$ cat src/rtl/host_bridge_pkg.sv
// Shared definitions for the UART host bridge: FSM state encoding, host command codes,
// status bytes and the memory-request ctrl-byte layout.
package host_bridge_pkg;

   typedef enum logic [3:0] {
      IDLE       = 4'd0,
      RESET_CPU  = 4'd1,
      SEND_READY = 4'd2,
      CMD        = 4'd3,
      RX_CNT     = 4'd4,
      RX_INSTR   = 4'd5,
      EXEC       = 4'd6,
      SEND_ADDR  = 4'd7,
      SEND_CTRL  = 4'd8,
      WAIT_DATA  = 4'd9,
      SEND_WDATA = 4'd10,
      STEP       = 4'd11,
      SEND_PC    = 4'd12,
      SEND_ERR   = 4'd13
   } state_t;

   localparam logic [7:0] CMD_RESET  = 8'h01;
   localparam logic [7:0] CMD_PC     = 8'h02;
   localparam logic [7:0] CMD_STEP   = 8'h03;
   localparam logic [7:0] CMD_RUN_N  = 8'h04;
   localparam logic [7:0] BYTE_READY = 8'h01;
   localparam logic [7:0] BYTE_ERR   = 8'hEE;

   localparam logic [1:0] CTRL_TAG_WR = 2'b01;
   localparam logic [1:0] CTRL_TAG_RD = 2'b10;

   function automatic logic [7:0] ctrl_byte(input logic       wr,
                                            input logic [1:0] mem_write,
                                            input logic [2:0] size_load);
      return wr ? {CTRL_TAG_WR, 4'b0000, mem_write} : {CTRL_TAG_RD, 3'b000, size_load};
   endfunction

   function automatic logic is_tx_state(input state_t s);
      return s inside {SEND_READY, SEND_ADDR, SEND_CTRL, SEND_WDATA, SEND_PC, SEND_ERR};
   endfunction

endpackage

$ cat src/rtl/word_byte_shifter.sv
// Word <-> byte shifter: serialises a loaded word LSB first and assembles received bytes LSB first.
// Latency: load/shift/rx take effect next cycle; word_nxt is combinational with the incoming byte.
// Backpressure: none internally; the caller only strobes shift on an accepted tx byte.
module word_byte_shifter #(
   parameter int XLEN = 32
) (
   input  logic            clk,
   input  logic            reset,
   input  logic            load,
   input  logic [XLEN-1:0] load_word,
   input  logic            shift,
   input  logic            rx,
   input  logic [7:0]      rx_byte,
   input  logic [3:0]      last_idx,
   output logic [7:0]      byte_out,
   output logic [XLEN-1:0] word_nxt,
   output logic            last
);

   logic [XLEN-1:0] sr;
   logic [3:0]      idx;

   assign byte_out = sr[7:0];
   assign word_nxt = {rx_byte, sr[XLEN-1:8]};
   assign last     = (idx == last_idx);

   // The index wraps to zero after the final byte so every word starts aligned.
   always_ff @(posedge clk or negedge reset) begin
      if (!reset) begin
         sr  <= '0;
         idx <= '0;
      end else if (load) begin
         sr  <= load_word;
         idx <= '0;
      end else if (shift) begin
         sr  <= sr >> 8;
         idx <= last ? 4'd0 : idx + 4'd1;
      end else if (rx) begin
         sr  <= word_nxt;
         idx <= last ? 4'd0 : idx + 4'd1;
      end
   end

endmodule

$ cat src/rtl/uart_host_bridge.sv
// UART host bridge: steps a CPU under host control and forwards its memory accesses over a byte link.
// Latency: one idle cycle before each tx field; cpu_reset/cpu_run are registered single-cycle pulses.
// Backpressure: tx bytes held until tx_ready; rx never stalled. HOST_BRIDGE_TIMEOUT_EN adds an rx timeout.
module uart_host_bridge
   import host_bridge_pkg::*;
#(
   parameter int XLEN        = 32,
   parameter int CNT_W       = 16,
   parameter int TIMEOUT_CYC = 1000000
) (
   input  logic            clk,
   input  logic            reset,
   input  logic            rx_valid,
   input  logic [7:0]      rx_byte,
   output logic            tx_valid,
   output logic [7:0]      tx_byte,
   input  logic            tx_ready,
   output logic            cpu_reset,
   output logic            cpu_run,
   output logic [XLEN-1:0] instr,
   input  logic [XLEN-1:0] pc,
   input  logic [XLEN-1:0] address,
   input  logic [XLEN-1:0] writeData,
   input  logic            write_enable,
   input  logic            read_enable,
   input  logic [1:0]      MemWrite,
   input  logic [2:0]      SizeLoad,
   output logic [XLEN-1:0] readData,
   output logic [3:0]      state_dbg,
   output logic            err_sticky
);

   localparam int NB    = XLEN / 8;
   localparam int CNT_B = (CNT_W + 7) / 8;

   if (XLEN != 32 && XLEN != 64) begin : g_bad_xlen
      $error("uart_host_bridge: XLEN must be 32 or 64");
   end
   if (CNT_W < 2 || CNT_W > XLEN || TIMEOUT_CYC < 1) begin : g_bad_cfg
      $error("uart_host_bridge: CNT_W must be 2..XLEN and TIMEOUT_CYC positive");
   end

   state_t            state;
   logic              is_wr;
   logic [CNT_W-1:0]  count;
   logic [CNT_W-1:0]  cnt_dec;
   logic [CNT_B*8-1:0] cnt_raw;

   logic              tx_state, rx_state;
   logic              sh_load, sh_rx, sh_last, tx_acc, tx_done;
   logic [3:0]        last_idx;
   logic [XLEN-1:0]   sh_word, word_nxt;
   logic              tmo_hit;

   assign tx_state  = is_tx_state(state);
   assign rx_state  = (state == RX_CNT) || (state == RX_INSTR) || (state == WAIT_DATA);
   assign sh_load   = tx_state & ~tx_valid;
   assign tx_acc    = tx_state & tx_valid & tx_ready;
   assign tx_done   = tx_acc & sh_last;
   assign sh_rx     = rx_state & rx_valid;
   assign cnt_raw   = word_nxt[XLEN-1 -: CNT_B*8];
   assign cnt_dec   = count - 1'b1;
   assign state_dbg = state;

   // Word to serialise on entry to each tx state, and the byte index that ends the current field.
   always_comb begin
      sh_word  = '0;
      last_idx = 4'(NB - 1);
      case (state)
         SEND_READY: begin
            sh_word  = {{(XLEN-8){1'b0}}, BYTE_READY};
            last_idx = 4'd0;
         end
         SEND_ERR: begin
            sh_word  = {{(XLEN-8){1'b0}}, BYTE_ERR};
            last_idx = 4'd0;
         end
         SEND_CTRL: begin
            sh_word  = {{(XLEN-8){1'b0}}, ctrl_byte(is_wr, MemWrite, SizeLoad)};
            last_idx = 4'd0;
         end
         SEND_ADDR:  sh_word = address;
         SEND_WDATA: sh_word = writeData;
         SEND_PC:    sh_word = pc;
         RX_CNT:     last_idx = 4'(CNT_B - 1);
         default:    ;
      endcase
   end

   word_byte_shifter #(.XLEN(XLEN)) u_shifter (
      .clk       (clk),
      .reset     (reset),
      .load      (sh_load),
      .load_word (sh_word),
      .shift     (tx_acc),
      .rx        (sh_rx),
      .rx_byte   (rx_byte),
      .last_idx  (last_idx),
      .byte_out  (tx_byte),
      .word_nxt  (word_nxt),
      .last      (sh_last)
   );

`ifdef HOST_BRIDGE_TIMEOUT_EN
   localparam int TMO_W = $clog2(TIMEOUT_CYC + 1);
   logic [TMO_W-1:0] tmo_cnt;

   assign tmo_hit = rx_state & ~rx_valid & (tmo_cnt == TMO_W'(TIMEOUT_CYC - 1));

   always_ff @(posedge clk or negedge reset) begin
      if (!reset) begin
         tmo_cnt <= '0;
      end else if (!rx_state || rx_valid || tmo_hit) begin
         tmo_cnt <= '0;
      end else begin
         tmo_cnt <= tmo_cnt + 1'b1;
      end
   end
`else
   assign tmo_hit = 1'b0;
`endif

   always_ff @(posedge clk or negedge reset) begin
      if (!reset) begin
         state      <= IDLE;
         tx_valid   <= 1'b0;
         cpu_reset  <= 1'b0;
         cpu_run    <= 1'b0;
         instr      <= '0;
         readData   <= '0;
         count      <= '0;
         err_sticky <= 1'b0;
         is_wr      <= 1'b0;
      end else begin
         cpu_reset <= 1'b0;
         cpu_run   <= 1'b0;
         // A tx state raises valid the cycle after entry and drops it on the field's last handshake.
         if (sh_load) tx_valid <= 1'b1;
         if (tx_done) tx_valid <= 1'b0;

         case (state)
            IDLE: begin
               cpu_reset <= 1'b1;
               state     <= RESET_CPU;
            end
            RESET_CPU: state <= SEND_READY;
            SEND_READY: if (tx_done) state <= CMD;
            CMD: begin
               if (rx_valid) begin
                  case (rx_byte)
                     CMD_RESET: begin
                        cpu_reset <= 1'b1;
                        state     <= RESET_CPU;
                     end
                     CMD_PC: state <= SEND_PC;
                     CMD_STEP: begin
                        count <= {{(CNT_W-1){1'b0}}, 1'b1};
                        state <= RX_INSTR;
                     end
                     CMD_RUN_N: state <= RX_CNT;
                     default:   state <= SEND_ERR;
                  endcase
               end
            end
            RX_CNT: begin
               if (tmo_hit) begin
                  state <= SEND_ERR;
               end else if (sh_rx && sh_last) begin
                  count <= cnt_raw[CNT_W-1:0];
                  state <= (cnt_raw[CNT_W-1:0] == '0) ? SEND_READY : RX_INSTR;
               end
            end
            RX_INSTR: begin
               if (tmo_hit) begin
                  state <= SEND_ERR;
               end else if (sh_rx && sh_last) begin
                  instr <= word_nxt;
                  state <= EXEC;
               end
            end
            EXEC: begin
               if (write_enable || read_enable) begin
                  is_wr <= write_enable;
                  state <= SEND_ADDR;
               end else begin
                  cpu_run <= 1'b1;
                  state   <= STEP;
               end
            end
            SEND_ADDR: if (tx_done) state <= SEND_CTRL;
            SEND_CTRL: if (tx_done) state <= is_wr ? SEND_WDATA : WAIT_DATA;
            WAIT_DATA: begin
               // On timeout the CPU still gets its step, with a zero load result.
               if (tmo_hit) begin
                  readData <= '0;
                  cpu_run  <= 1'b1;
                  state    <= SEND_ERR;
               end else if (sh_rx && sh_last) begin
                  readData <= word_nxt;
                  cpu_run  <= 1'b1;
                  state    <= STEP;
               end
            end
            SEND_WDATA: begin
               if (tx_done) begin
                  cpu_run <= 1'b1;
                  state   <= STEP;
               end
            end
            STEP: begin
               count <= cnt_dec;
               state <= (cnt_dec == '0) ? SEND_READY : RX_INSTR;
            end
            SEND_PC: if (tx_done) state <= SEND_READY;
            SEND_ERR: begin
               err_sticky <= 1'b1;
               if (tx_done) state <= SEND_READY;
            end
            default: state <= IDLE;
         endcase
      end
   end

endmodule

$ cat config.mk
export PLATFORM = sky130hd
export DESIGN_NAME = uart_host_bridge
export DESIGN_NICKNAME = d
export VERILOG_FILES = /design/src/rtl/host_bridge_pkg.sv /design/src/rtl/word_byte_shifter.sv /design/src/rtl/uart_host_bridge.sv
export SDC_FILE = /design/constraint.sdc
export NUM_CORES = 1
export LEC_CHECK = 0
export ABC_AREA = 1
export CAP_MARGIN = 15
export CORE_MARGIN = 5
export CORE_UTILIZATION = 52
export DETAILED_ROUTE_END_ITERATION = 16
export PLACE_DENSITY_LB_ADDON = 0.12
export SYNTH_ARGS = -nofsm -noshare
export SYNTH_HDL_FRONTEND = slang
export SYNTH_SLANG_ARGS = --single-unit
$ cat constraint.sdc
create_clock -name clk -period 4.4 [get_ports clk]
set_input_delay 1.32 -clock clk [delete_from_list [all_inputs] [get_ports clk]]
set_output_delay 1.32 -clock clk [all_outputs]
set_load 0.02 [all_outputs]
== After elaboration in Yosys (flattened, before gate mapping) ==
Cells that the tools add are included.

* Flip-flop bits (word level): 125
* Output and inout bits: 80
* Logic and storage cells: 103
* Input bits: 115

* Reduce and logical (&&, ||, !) cells: 18
* $add $sub $neg: 2
* Multiplexer cells: 38
* Eq/ne operators: 28
* Bitwise logic cells: 6

{| class="wikitable"
|+ Operators with widths
! cell !! count
|-
| $pmux W32 S6 || 1
|-
| $mux W32 || 3
|-
| $mux W4 || 14
|-
| $pmux W4 S13 || 1
|-
| $mux W16 || 3
|-
| $pmux W16 S3 || 1
|-
| $logic_not A16 Y1 || 2
|-
| $eq A4 B4 Y1 const B || 6
|-
| $eq A4 B3 Y1 const B || 4
|-
| $eq A8 B2 Y1 const B || 2
|-
| $pmux W4 S4 || 1
|-
| $sub A16 B1 Y16 const B || 1
|-
| $ne A2 B2 Y1 const B || 6
|-
| $reduce_and A9 Y1 || 1
|-
| $eq A4 B2 Y1 const B || 2
|-
| $eq A8 B1 Y1 const B || 1
|-
| $eq A8 B3 Y1 const B || 1
|-
| $mux W8 || 1
|-
| $ne A2 B1 Y1 const B || 4
|-
| $mux W1 || 7
|-
| $mux W3 || 2
|-
| $reduce_and A2 Y1 || 3
|-
| $reduce_bool A3 Y1 || 2
|-
| $reduce_bool A6 Y1 || 1
|-
| other kinds (16) || 22
|}

== Longest topological paths before layout ==
* Depth in word-level cells: 8
* Gate-level depth with buffers: 15
* Mapped depth without buffers: 15

== Modules after synthesis ==
Synthesis repeated with hierarchy kept, for this count alone.

* Cells, all modules: 946
* Area, all modules: 7156.9 sq um

{| class="wikitable"
|+ By module, submodules not included
! module !! area an instance (sq um) !! instances !! cells each !! sequential area each (sq um)
|-
| uart_host_bridge || 5231.3 || 1 || 708 || 2227.1
|-
| word_byte_shifter || 1925.6 || 1 || 238 || 900.9
|}

== Worst setup path after synthesis ==
Ideal clock, no wire load.

* Path kind: input to register
* From: in rx_byte[7]
* To: reg count[12]
* Required time: 4276 ps
* Setup slack: 1956 ps
* Library setup time: 124 ps
* Cell stages on the path: 9
* Buffers on the path: 1
* Data arrival time: 2320 ps
* Path through: inv_1 nand4_1 nor4_1 nand2_1 nand2_1 nand3_2 buf_2 nor2_1 a21oi_1

* Cells in the longest elaborated chain, start to end: 3

{| class="wikitable"
|+ Ends and longest elaborated chain
! item !! line !! source
|-
| start: declaration || uart_host_bridge.sv:14 || <nowiki>input logic [7:0] rx_byte,</nowiki>
|-
| $eq A8 B2 Y1 || uart_host_bridge.sv:150 || <nowiki>case (rx_byte)</nowiki>
|-
| $ne A2 B2 Y1 (no line) || n/a ||
|-
| $reduce_and A4 Y1 (no line) || n/a ||
|-
| end signal: assignment || uart_host_bridge.sv:157 || <nowiki>count <= {{(CNT_W-1){1'b0}}, 1'b1};</nowiki>
|-
| end signal: assignment || uart_host_bridge.sv:169 || <nowiki>count <= cnt_raw[CNT_W-1:0];</nowiki>
|-
| end signal: assignment || uart_host_bridge.sv:211 || <nowiki>count <= cnt_dec;</nowiki>
|-
| end: declaration || uart_host_bridge.sv:45 || <nowiki>logic [CNT_W-1:0] count;</nowiki>
|}

No other way between the ends.
A chain may end at the register's enable or synchronous reset.

== Worst setup path after layout ==
* From: in rx_byte[2]
* To: reg count[15]

The elaborated chain is that of the path after synthesis.

==> impl_metrics.ini <==
[drt]
vias = 6681
drc = 0
wirelength_um = 21100
ant_nets = 0
wire_per_inst_um = 17.2
vias_per_cell = 5.46
firstDrtPassIters = 5
drt_iter0_markers = 710

[setup_path]
critPathLaunchType = input port
cp.arrival_ps = 3480
critPathTopFamily = simple AND/OR/NAND/NOR gates
path_class = in -> reg
crit_chain = clkdlybuf4s50_1, nor2_1, inv_1, nor4_1, nand2_1, nand2_1, nand3_2, nor2_1, a21oi_1
cp.buffers_inverters = 2
cp-end-kind = flop
worstPathMaxFanout = 32
cp_slowest_stage_delay_ps = 550
required_ps = 4670
slowest_stage = clkdlybuf4s50_1

[pwr]
power.density_mw_per_mm2 = 633
power_uw = 5850
leakagePower_uw = 0.00418
worst_ir_drop_vdd_v = 0.000431

[clock_network]
clock_sinks = 125
cts_buffer_depth = 2
cts-buffers-inserted = 17
cts-root-buf = clkbuf_16
cts_tree = done
cts.htree.levels = 4
clk_pin_slew_ps = 50
cts_hold_buf = 0
clk_latency_ps = 410
cts_setup_buffers = 0
post_cts_resized = 0

[timing]
rsz0062_at_grt = no
final-max-slew-violation-count = 0
finalHoldViolCount = 0
fin_crit_sh = 0.728
worst_pin_slew_ps = 1190
clock.fmax_mhz = 312
tns_ps = 0
setup_viol_count_final = 0
clock_skew_ps = 7.99
period_needed_ps = 3200
max_slew_margin = 0.205

[synthesis]
syn_nets = 982
synthFlopType = dfrtp_1
synth_edf_count = 0
ys_top_cells_by_area = dfrtp_1 47%, nand2_1 17%, inv_1 3.8%
syn_area_mm2 = 0.00668
synth.most_common_cell = nand2_1
ys_top_cells_by_count = 304 x nand2_1, 125 x dfrtp_1, 67 x inv_1
synthCells = 864
synth-seq-cells = 125
synthArstFlopShare = 1.00
synth-warning-count = 0
synth.largest_area_cell = dfrtp_1
synth_top_area_frac = 0.468
ys_types = 36
syn_area_per_cell_um2 = 7.73
seq_area_frac_synth = 0.468

[grt]
grt_antenna_before_repair = 0
grt_max_degree = 78
grt_overflow = 0
track_usage = 0.281
grt_pass1_vias = 6177
grt_first_pass_wirelength_um = 32700

[die]
die_x_um = 123
start_util = 0.530
die_area_mm2 = 0.0152
num_io_pins = 195
row_count = 41
dieHeight_um = 123
fp.coreArea_mm2 = 0.0126

[place]
routabilityCongestion = 0.898
post_dp_cell_area_mm2 = 0.00863
portBuffers = 194
hpwl_um = 15400

[cells_and_area]
areaGrowthSynthToFinish_pct = 38.2
drive_gt1_frac = 0.0923
stdcell_area_mm2 = 0.00924
num-fill-cells = 990
postLayoutCoreUtil = 0.732
fin_nets = 1156
antenna_cells = 0

[worst_hold_path]
hold_class = reg -> reg

[run_status]
outcome = finished clean

[job]
drv_cap = 0
## per-stage QoR
step	hold WS, ps	instances	setup WS [ps]
2_1_floorplan	460	864	1960
3_3_place_gp	455	1191	970
3_5_place_dp	467	1191	902
4_1_cts	481	1223	1290
5_1_grt	507	1223	1010
6_report	479	1223	1200
## registers in the layout, summed over array words and instances, names as in the netlist
register       flops
count             16
cpu_reset          1
cpu_run            1
err_sticky         1
instr             32
is_wr              1
readData          32
state_dbg          4
tx_valid           1
u_shifter.idx      4
u_shifter.sr      32
## worst paths after layout
| kind | depth (start not counted) | slack, ps | startpoint | endpoint |
|---|---|---|---|---|
| setup / recovery | 9 | 1200 | rx_byte[2] | count[15] |
| hold / removal | 2 | 480 | readData[2] | readData[2] |
| setup reg to reg | 7 | 1680 | state_dbg[1] | u_shifter.sr[22] |
| hold reg to reg | 2 | 480 | readData[2] | readData[2] |
| max in group asynchronous | 2 | 2510 | reset | u_shifter.idx[2] |
| min in group asynchronous | 1 | 1030 | reset | readData[5] |
## logic make-up (layout without fill, tap and decap cells)
group           after synthesis  in the layout  share of synthesized area
simple gates                447            447                      0.283
compound gates              164            164                      0.156
flops                       125            125                      0.468
buf+inv                     122            309                     0.0831
fa+ha+maj                     3              3                    0.00562
xor+xnor                      3              3                    0.00393
## power breakdown
group	internal (µW)	switching, µW
Combinational	958	1670
Clock	900	520
Sequential	1520	272
Total	3380	2470
## worst min-delay path, delay by kind of cell (launching register included)
kind / cells / cell delay, ps
flip-flops: 1 / 340
AND/OR/NAND/NOR: 1 / 60
AO/OA/AOI/OAI: 1 / 50
## per-layer routing
metal  part of all wire  global-route usage
met3              0.083              0.0654
met1               0.42               0.380
met2               0.48               0.452
met5                  0                   0
met4              0.018              0.0872
## layout by cell type, fill, tap and decap left out, drive strengths merged, types with 11 or more instances in the layout
cell type	Yosys	layout
a21oi	18	18
clkbuf	18	21
clkdlybuf4s50	0	193
dfrtp	125	125
inv	77	81
nand2	314	314
nand3	45	45
nand4	11	11
nor2	63	63
o21ai	96	96
o221ai	21	21
## cell type report
cell class | count | area, µm² | area share
sequential | 125 | 3130 | 0.339
clock inverter | 11 | 129 | 0.0140
clock buffer | 21 | 480 | 0.0520
multi-input combinational | 617 | 3000 | 0.325
timing repair buffer | 200 | 2000 | 0.216
inverter | 77 | 289 | 0.0313
tap | 172 | 215 | 0.0233
Power figures use the tool's default switching activity.
